**src/rtl/int_ctrl.sv**
```systemverilog
// Interrupt controller: synchronises N_CH sources, latches pending requests,
// masks them and presents the highest-priority one to the CPU with an ack/eoi handshake.
module int_ctrl #(
  parameter int unsigned       N_CH      = 8,
  parameter logic [N_CH-1:0]   EDGE_MODE = '1,
  parameter logic [31:0]       VEC_BASE  = 32'h10
) (
  input  logic            clk,
  input  logic            rst,
  input  logic [N_CH-1:0] irq,
  input  logic            mask_we,
  input  logic [N_CH-1:0] mask_wdata,
  input  logic [N_CH-1:0] pend_clr,
  input  logic            int_ack,
  input  logic            eoi,
  output logic            INTin,
  output logic [31:0]     INTnum,
  output logic [N_CH-1:0] mask,
  output logic [N_CH-1:0] pending,
  output logic            in_service
);

  localparam int unsigned CW = (N_CH > 1) ? $clog2(N_CH) : 1;

  typedef enum logic [1:0] {
    S_IDLE,
    S_REQ,
    S_SVC
  } state_e;

  state_e          state_q, state_d;
  logic [N_CH-1:0] s1_q, s2_q, s3_q;
  logic [N_CH-1:0] pending_q, pending_d;
  logic [N_CH-1:0] mask_q, mask_d;
  logic [CW-1:0]   cur_ch_q, cur_ch_d;
  logic            intin_q, intin_d;
  logic [31:0]     intnum_q, intnum_d;
  logic            insvc_q, insvc_d;

  logic [N_CH-1:0] req;
  logic [CW-1:0]   grant;
  logic            grant_vld;
  logic            ack_clr;
  logic [N_CH-1:0] ack_vec;
  logic [N_CH-1:0] clr_vec;
  logic [N_CH-1:0] edge_set;

  assign req = pending_q & ~mask_q;

  // Lowest set index wins.
  always_comb begin
    grant     = '0;
    grant_vld = 1'b0;
    for (int unsigned i = 0; i < N_CH; i++) begin
      if (req[i] && !grant_vld) begin
        grant     = CW'(i);
        grant_vld = 1'b1;
      end
    end
  end

  always_comb begin
    state_d  = state_q;
    cur_ch_d = cur_ch_q;
    intin_d  = intin_q;
    intnum_d = intnum_q;
    insvc_d  = insvc_q;
    ack_clr  = 1'b0;
    case (state_q)
      S_IDLE: begin
        if (grant_vld) begin
          cur_ch_d = grant;
          intin_d  = 1'b1;
          intnum_d = VEC_BASE + 32'(grant);
          state_d  = S_REQ;
        end
      end
      S_REQ: begin
        if (int_ack) begin
          intin_d = 1'b0;
          insvc_d = 1'b1;
          ack_clr = 1'b1;
          state_d = S_SVC;
        end else if (!req[cur_ch_q]) begin
          intin_d = 1'b0;
          state_d = S_IDLE;
        end
      end
      S_SVC: begin
        if (eoi) begin
          insvc_d = 1'b0;
          state_d = S_IDLE;
        end
      end
      default: begin
        intin_d = 1'b0;
        insvc_d = 1'b0;
        state_d = S_IDLE;
      end
    endcase
  end

  // Edge channels: a new edge beats a same-cycle clear. Level channels follow s2.
  always_comb begin
    ack_vec = '0;
    if (ack_clr) ack_vec[cur_ch_q] = 1'b1;
    clr_vec   = pend_clr | ack_vec;
    edge_set  = s2_q & ~s3_q;
    pending_d = (EDGE_MODE & (edge_set | (pending_q & ~clr_vec))) | (~EDGE_MODE & s2_q);
    mask_d    = mask_we ? mask_wdata : mask_q;
  end

  always_ff @(posedge clk) begin
    if (!rst) begin
      state_q   <= S_IDLE;
      s1_q      <= '0;
      s2_q      <= '0;
      s3_q      <= '0;
      pending_q <= '0;
      mask_q    <= '1;
      cur_ch_q  <= '0;
      intin_q   <= 1'b0;
      intnum_q  <= '0;
      insvc_q   <= 1'b0;
    end else begin
      state_q   <= state_d;
      s1_q      <= irq;
      s2_q      <= s1_q;
      s3_q      <= s2_q;
      pending_q <= pending_d;
      mask_q    <= mask_d;
      cur_ch_q  <= cur_ch_d;
      intin_q   <= intin_d;
      intnum_q  <= intnum_d;
      insvc_q   <= insvc_d;
    end
  end

  assign INTin      = intin_q;
  assign INTnum     = intnum_q;
  assign mask       = mask_q;
  assign pending    = pending_q;
  assign in_service = insvc_q;

endmodule

```
**config.mk**
```make
export PLATFORM = sky130hd
export DESIGN_NAME = int_ctrl
export DESIGN_NICKNAME = d
export VERILOG_FILES = /design/src/rtl/int_ctrl.sv
export SDC_FILE = /design/constraint.sdc
export NUM_CORES = 1
export LEC_CHECK = 0
export ABC_CLOCK_PERIOD_IN_PS = 2000
export CORE_ASPECT_RATIO = 0.5
export CORE_UTILIZATION = 29
export DETAILED_ROUTE_END_ITERATION = 8
export GPL_TIMING_DRIVEN = 0
export PLACE_DENSITY = 0.67
export SETUP_SLACK_MARGIN = 0.2
export SYNTH_ARGS = -nofsm -noshare
export SYNTH_HDL_FRONTEND = slang
export SYNTH_SLANG_ARGS = --single-unit
```
**constraint.sdc**
```tcl
create_clock -name clk -period 2 [get_ports clk]
set_clock_uncertainty 0.2 [all_clocks]
set_input_delay 0.5 -clock clk [delete_from_list [all_inputs] [get_ports clk]]
set_output_delay 0.5 -clock clk [all_outputs]
set_load 0.02 [all_outputs]
```
After elaboration in Yosys (flattened, before gate mapping) --
Index checks and enable logic that the tools add are counted. Widths: inputs -> output; s select.
Operators by class: add/subtract/negate cells 1, $lt $le $gt $ge 2, equality and inequality tests 6, mux-type cells 34, bitwise gates (word level) 10, reduce and logical (&&, ||, !) cells 20
Operator list (count):
- $and 8x8->8 | 3
- $not 8->8 | 3
- $mux 1 | 18
- $or 8x8->8 | 2
- $mux 2 | 6
- $mux 3 | 4
- $reduce_and 3->1 | 3
- $logic_and 1x1->1 | 8
- $mux 8 | 1
- $logic_not 1->1 | 7
- $add 5x3->6 const A | 1
- $ne 2x2->1 const B | 3
- $pmux 1 s3 | 2
- $pmux 2 s3 | 1
- $lt 3x4->1 const B | 1
- $bmux 1 s3 | 1
- $demux 1 s3 | 1
- $ge 3x1->1 const B | 1
- $ne 3x3->1 const B | 1
- $eq 2x1->1 const B | 1
- $eq 2x2->1 const B | 1
- $logic_not 2->1 | 1
- $not 1->1 | 2
- $reduce_and 2->1 | 1
Word-level totals: flip-flop bits (word level) 79, input bits 29, output and inout port bits 50

Longest topological paths before layout --
Gate-level depths: netlist (run 1).
depth after elaboration 26, gate-level depth with buffers 6, depth with buffers taken out 5

Least setup slack after synthesis (run 1) --
OpenSTA, ideal clock, no wires.
kind register to register, start point register cur_ch_q[1], end point register intin_q, in the netlist INTin, arrival time 1.305 ns, required time 1.678 ns, slack 0.373 ns, stages on the path, launching flop included 7, path buffers 1, period minus slack after synthesis 1.627 ns, cells stage by stage dfxtp_1 buf_6 nand2b_4 nand2b_1 a31oi_1 nor3_1 a221o_1
On the way: cells in the longest elaborated chain, start to end 4
Ends and longest elaborated chain:
- start: declaration | RTL line 35 | logic [CW-1:0] cur_ch_q, cur_ch_d;
- start signal: assignment | RTL line 132 | cur_ch_q <= cur_ch_d;
- $bmux 1 s3 | RTL line 84 | end else if (!req[cur_ch_q]) begin
- $mux 1 (not written as such) | RTL line 84
- $ne 3x3->1 (no line)
- $reduce_and 3->1 (no line)
- end signal: assignment | RTL line 133 | intin_q <= intin_d;
- end: declaration | RTL line 36 | logic intin_q, intin_d;
No other way between the ends. The select of a mux whose other input is x is not followed. A chain may end at the register's enable or synchronous reset.

Worst setup path after layout (run 1) --
start point input int_ack, end point register pending_q[0], in the netlist pending[0]
On the way: cells in the longest elaborated chain, start to end 7
Ends and longest elaborated chain:
- start: declaration | RTL line 14 | input logic int_ack,
- $mux 1 | RTL line 79 | if (int_ack) begin
- $mux 1 | RTL line 69 | case (state_q)
- $mux 8 | RTL line 106 | if (ack_clr) ack_vec[cur_ch_q] = 1'b1;
- $or 8x8->8 | RTL line 107 | clr_vec = pend_clr | ack_vec;
- $not 8->8 | RTL line 109 | pending_d = (EDGE_MODE & (edge_set | (pending_q & ~clr_vec))) | (~EDGE_MODE & s2_q);
- $and 8x8->8 | RTL line 109
- $or 8x8->8 | RTL line 109
- end signal: assignment | RTL line 130 | pending_q <= pending_d;
- end: declaration | RTL line 33 | logic [N_CH-1:0] pending_q, pending_d;
No other way between the ends.

==> results of run 1 <==
## how the worst max path moves through the flow
| stage | endpoint | startpoint |
|---|---|---|
| 6_report | pending[0] | int_ack |
| 5_1_grt | pending[0] | int_ack |
| 4_1_cts | INTnum[2] | INTnum[2] |
| 3_5_place_dp | INTnum[2] | rst |
| 3_3_place_gp | INTnum[2] | rst |
| 2_1_floorplan | INTin | cur_ch_q[1] |
## timing repair
| item | 4_1_cts | 5_1_grt |
|---|---|---|
| pin swaps | 0 | 1 |
| setup endpoints to repair | 45 | 9 |
| resized for setup | 25 | 8 |
## area by class of cell
class | instances | share of cell area
timing repair buffer | 49 | 0.165
tap | 88 | 0.0390
buffer | 36 | 0.0922
inverter | 9 | 0.0120
clock inverter | 2 | 0.00443
clock buffer | 5 | 0.0443
sequential | 48 | 0.341
multi-input combinational | 147 | 0.302
## sequential cells by signal (all words and copies together), names as in the netlist
signal,count
state_q,2
INTnum,2
s1_q,8
cur_ch_q,2
in_service,1
mask,8
pending,8
s2_q,8
s3_q,8
INTin,1
## cell families after synthesis
logic type             after synthesis
other                                1
flip-flops                          48
buffers and inverters               45
multiplexers                         8
AND/OR/NAND/NOR                     85
AO/OA/AOI/OAI                       26
## worst register-to-register path, delay by kind of cell (launching register included)
family	cells	cell delay [ns]
simple gates	2	0.17
flops	1	0.43
buf+inv	1	0.17
compound gates	2	0.59
## stage by stage
step,hold slack (ns),cell area [um2],TNS (ns)
4_1_cts,0.210,2800,0
3_3_place_gp,0.193,2690,-4.88
3_5_place_dp,0.201,2690,-4.40
5_1_grt,0.225,2820,0
6_report,0.206,2820,0
2_1_floorplan,0.191,2090,0
## synth_stat cells (all sizes together) (5+ instances only)
cell type	number	share of area
a21oi	5	0.018
and2	17	0.054
buf	31	0.12
clkbuf	5	0.0095
dfxtp	48	0.48
inv	9	0.017
mux2i	8	0.040
nand2	32	0.061
nand2b	11	0.038
nor2	9	0.017
o32ai	8	0.035
## power by group through the flow
| stage | sequential (W) | combinational, W | clock [W] |
|---|---|---|---|
| floorplan | 0.00108 | 0.000193 | 0 |
| global placement | 0.00105 | 0.000348 | 0 |
| detailed placement | 0.00106 | 0.000352 | 0 |
| CTS | 0.00103 | 0.000337 | 0.000803 |
| global route | 0.00104 | 0.000366 | 0.000839 |
| finish | 0.00103 | 0.000340 | 0.000787 |
## routing by layer
metal	share of wire	vias up
li1	-	818
met1	0.44	704
met2	0.48	64
met3	0.062	8
met4	0.013	0
met5	0	-
## layout by cell type (no fill, tap or decap), types with 3 or more instances in the layout
cell type	netlist	layout
nand3_1	3	3
conb_1	1	28
a21oi_1	4	4
clkdlybuf4s50_1	0	26
a31oi_1	3	3
dfxtp_1	48	47
nand3b_1	3	3
buf_4	28	28
clkbuf_16	0	5
nand2b_1	10	10
inv_1	9	9
nor2_1	9	8
and2_1	17	17
o32ai_1	8	8
clkbuf_2	0	3
nand2_1	32	32
mux2i_1	8	8
dlygate4sd2_1	0	21
==> metrics.yaml, run 1 <==
fin_cells: 384
ys_ff_latch: 48
cts_num_sinks: 48
synth_top_family_by_area: "simple AND/OR/NAND/NOR gates"
power_frac_clock: 0.364
clock_latency_ns: 0.28
worstPathArrival_ns: 1.77
use_met3: 0.0376
sw_frac_of_total: 0.249
top_usage_layer: "met2"
min_path_cells: 1
synth_cells: 213
cellLeakagePower_nw: 1.32
die_area_um2: 7200
grt_usage: 0.124
slew_violations: 0
final_util: 0.446
hold_violations: 0
async_reset_ff_frac: 0
hp-start: "s3_q[1]"
r2r_slack_ns: 0.33
vdd_ir_drop_max_uv: 322
fin_crit_ns: 1.80
status: "finished clean"
r2r_end: "INTin"
synth-compound-area-share: 0.105
reg2reg_from: "cur_ch_q[0]"
hold_end: "pending[1]"
cts_setup_buffers: 0
end_kind: "flop"
grt_antenna_before_repair: 0
cp_slowest_stage_delay_ns: 0.55
drt-vias-per-instance: 4.15
p_int_w: 0.00162
h-tree-depth: 2
seq_area_um2: 962
fp.dieH_um: 60.5
coreArea_um2: 6330
max_slew_margin: 0.636
tightest_slew_ns: 0.547
worstPathMaxFanout: 4
postSynthAreaPerCell_um2: 9.32
drc_errors: 0
rows: 20
worstRegToRegCells: 5
drt.antenna.violating_nets: 0
post-route-period-util: 0.898
avgRoutedWirePerCell_um: 11.2
globalplace.congestion: 0.813
grt_start_max_net_pins: 15
synth_mux_area_frac: 0.0404
cp_top_family: "simple AND/OR/NAND/NOR gates"
drv_cap: 0
ys.flop_type: "dfxtp_1"
io_pins: 79
start_kind: "input pin"
syn_area_um2: 1980
synth_xor_area_frac: 0
synth-simple-area-share: 0.223
criticalPathCategory: "in -> reg"
synth_cell_type_count: 34
hold_buffers: 0
grt_use_met1: 0.143
cts.clk_slew.worst_paths_ns: 0.06
yosysSeqAreaShare: 0.484
totalWireLength_um: 4280
overflow: 0
critPathSlowestCell: "clkdlybuf4s50_1"
layout.nets: 325
die_width_um: 119
multi_input_area_um2: 853
power_w: 0.00216
p_seq_frac: 0.479
grt_pass1_wl_um: 6870
rsz0062_at_grt: "yes"
cp_num_buf_inv: 1
drive_above_1_share: 0.166
synth_adder_area_share: 0
worst_slack_ns: 0.204
synth_edf_count: 0
max-clock-path-buffers: 2
antenna_cells: 0
hold_path.class: "reg -> reg"
io_buffers: 49
initial_core_util: 0.313
drt_iter0_drc: 70
cp.required_ns: 1.97
drtPass1Iterations: 4
areaGrowthSynthToFinish_pct: 42.3
crit_cells: 5
ys_warn_count: 0
numCtsBuffers: 5
pwr-share-comb: 0.157
post-place-cells: 377
switchingPower_w: 0.000538
root_buffer: "clkbuf_16"
grt_pass1_vias: 1450
power_density_nw_per_um2: 766
dp_slack_ns: -0.315
hpwl_um: 3260
path_cells: "clkdlybuf4s50_1 > nand2_1 > or3_4 > nor3_1 > o32ai_1"
grt_use_met2: 0.224
fill_cells: 632
fmax_mhz: 557
cts_tree: "built"
vias: 1594
setup_viol: 0
(Power assumes the default switching activity.)
==> run 2, diff against run 1 <==
--- a/config.mk
+++ b/config.mk
@@ -8,7 +8,9 @@
 export ABC_CLOCK_PERIOD_IN_PS = 2000
 export CORE_ASPECT_RATIO = 0.5
 export CORE_UTILIZATION = 29
+export CTS_CLUSTER_SIZE = 14
 export DETAILED_ROUTE_END_ITERATION = 8
+export GPL_ROUTABILITY_DRIVEN = 1
 export GPL_TIMING_DRIVEN = 0
 export PLACE_DENSITY = 0.67
 export SETUP_SLACK_MARGIN = 0.2
==> results of run 2 <==
No change in the layout: final DEF, timing and power equal those of run 1.
==> run 3, diff against run 2 <==
--- a/config.mk
+++ b/config.mk
@@ -11,7 +11,6 @@
 export CTS_CLUSTER_SIZE = 14
 export DETAILED_ROUTE_END_ITERATION = 8
 export GPL_ROUTABILITY_DRIVEN = 1
-export GPL_TIMING_DRIVEN = 0
 export PLACE_DENSITY = 0.67
 export SETUP_SLACK_MARGIN = 0.2
 export SYNTH_ARGS = -nofsm -noshare
==> run 3 against run 2 <==
Cell area down 6.4%. Critical path depth fell by 4. Fmax rose by 2.2%. Critical endpoint is now pending[7]. Largest cell class unchanged.
==> metrics.yaml, run 3 (synthesis results as in run 1) <==
dp_slack_ns: -0.0284  # +0.287 ns
hold_violations: 0  # unchanged
wl_met2_um: 1890  # -8.8%
slew_violations: 0  # unchanged
fin_crit_ns: 1.76  # -0.0384 ns
cts_num_sinks: 48  # unchanged
drt.antenna.violating_nets: 0  # unchanged
overflow: 0  # unchanged
io_buffers: 50  # +2.0%
cts.clk_slew.worst_paths_ns: 0.06  # about the same
final_common_cell: "dfxtp_1"
path_cells: "dlygate4sd2_1"
fmax_mhz: 569  # +2.2%
final_cell_mix: "dfxtp_1 (48), nand2_1 (32), conb_1 (28), clkdlybuf4s50_1 (28), dlygate4sd2_1 (22)"
post-route-period-util: 0.879  # -0.0192
grt_start_max_net_pins: 28  # +13
cts_setup_buffers: 0  # unchanged
max-clock-path-buffers: 2  # unchanged
rows: 20  # unchanged
final_util: 0.417  # -0.0287
numCtsBuffers: 5  # unchanged
coreArea_um2: 6330  # unchanged
drc_errors: 0  # unchanged
vdd_ir_drop_max_uv: 349  # +8.4%
layout.nets: 297  # -8.6%
grt_antenna_before_repair: 0  # unchanged
status: "finished clean"
power_w: 0.00228  # +5.3%
drt_iter0_drc: 55  # -21%
globalplace.congestion: 0.804  # -1.1%
worst_slack_ns: 0.242  # +0.0384 ns
wl_met3_um: 128  # -52%
cp.required_ns: 1.30  # -0.67 ns
setup_viol: 0  # unchanged
critPathSlowestCell: "dfxtp_1"
avgRoutedWirePerCell_um: 10.8  # -3.2%
drt-met1-wl_um: 1750  # -7.6%
power_density_nw_per_um2: 861  # +12%
design_area_um2: 2640  # -6.4%
hold_path.class: "reg -> reg"
rsz0062_at_grt: "no"
antenna_cells: 0  # unchanged
end_kind: "output port"
cp_slowest_stage_delay_ns: 0.41  # -0.14 ns
totalWireLength_um: 3860  # -10%
hpwl_um: 2900  # -11%
die_area_um2: 7200  # unchanged
clock_latency_ns: 0.29  # about the same
grt_usage: 0.118  # -0.00645
worstPathMaxFanout: 4  # unchanged
hold_buffers: 0  # unchanged
drv_cap: 0  # unchanged
cellLeakagePower_nw: 1.19  # -10%
power_frac_clock: 0.417  # +0.053
start_kind: "flop"
areaGrowthSynthToFinish_pct: 33.2
fill_cells: 610  # -3.5%
switchingPower_w: 0.000546  # +1.5%
drt-vias-per-instance: 4.20  # +1.2%
placed_cell_area_um2: 2490  # -7.2%
pwr-share-comb: 0.131  # -0.026
vias: 1500  # -5.9%
cp_top_family: "flip-flops"
dr.max_layer_used: "met4"
p_int_w: 0.00173  # +6.5%
criticalPathCategory: "reg -> out"
h-tree-depth: 2  # unchanged
grt_pass1_vias: 1462  # +0.83%
p_seq_frac: 0.452  # -0.027
drtPass1Iterations: 4  # unchanged
cts_tree: "built"
sw_frac_of_total: 0.240  # -0.00880
root_buffer: "clkbuf_16"
fp.dieH_um: 60.5  # unchanged
drive_above_1_share: 0.0706  # -0.0949
initial_core_util: 0.313  # unchanged
cp_num_buf_inv: 1  # unchanged
io_pins: 79  # unchanged
grt_pass1_wl_um: 6500  # -5.4%
worstPathArrival_ns: 1.06  # -0.71 ns
die_width_um: 119  # unchanged
run 3: cell types whose count changed in the layout (fill, tap and decap cells not counted), sizes merged:
| cell | before | now |
|---|---|---|
| clkdlybuf4s15 | 1 | 0 |
| clkinvlp | 1 | 0 |
| clkbuf | 10 | 5 |
| clkdlybuf4s50 | 26 | 28 |
| clkinv | 1 | 2 |
| dlymetal6s2s | 1 | 0 |
| dlygate4sd2 | 21 | 22 |
| buf | 31 | 7 |
| bufinv | 0 | 1 |
run 3: layout make-up:
cell class              count  area [um2]  share of cell area
flip-flops and latches     48         961               0.364
multi-input cells         147         840               0.318
repair buffers             57         526               0.199
clock buffers               5         125              0.0473
well taps                  88         110              0.0417
clock inverters             3        47.5              0.0180
inverters                   9        33.8              0.0128
run 3: metal layers:
layer | vias to the layer above | global-route usage
met5 | - | 0
met4 | 0 | 0.0814
met3 | 7 | 0.0226
met2 | 46 | 0.219
met1 | 686 | 0.127
li1 | 761 | -
run 3: path summary, 6_finish.rpt:
kind | startpoint | to | slack, ns | depth (start not counted)
hold / removal | s3_q[2] | pending[2] | 0.20 | 1
hold reg to reg | s3_q[2] | pending[2] | 0.20 | 1
setup / recovery | pending[7] | pending[7] | 0.24 | 1
setup reg to reg | cur_ch_q[0] | INTin | 0.34 | 6
run 3: power by group through the flow:
stage	Sequential, W	Clock [W]	Combinational (W)
4_1_cts	0.00103	0.000973	0.000299
3_5_place_dp	0.00105	0	0.000316
3_3_place_gp	0.00105	0	0.000313
6_report	0.00103	0.000949	0.000298
2_1_floorplan	0.00108	0	0.000193
5_1_grt	0.00103	0.00101	0.000322
run 3: repair_timing:
item | CTS | global route
gates resized for setup | 22 | 1
setup endpoints to repair | 22 | 1
pin swaps | 0 | 0
gates cloned | 0 | 0
run 3: per-stage QoR:
stage	TNS, ns	instances	hold WS, ns
2_1_floorplan	0	240	0.191
3_3_place_gp	-0.0181	349	0.195
3_5_place_dp	-0.0425	349	0.199
4_1_cts	0	357	0.209
5_1_grt	0	357	0.226
6_report	0	357	0.204
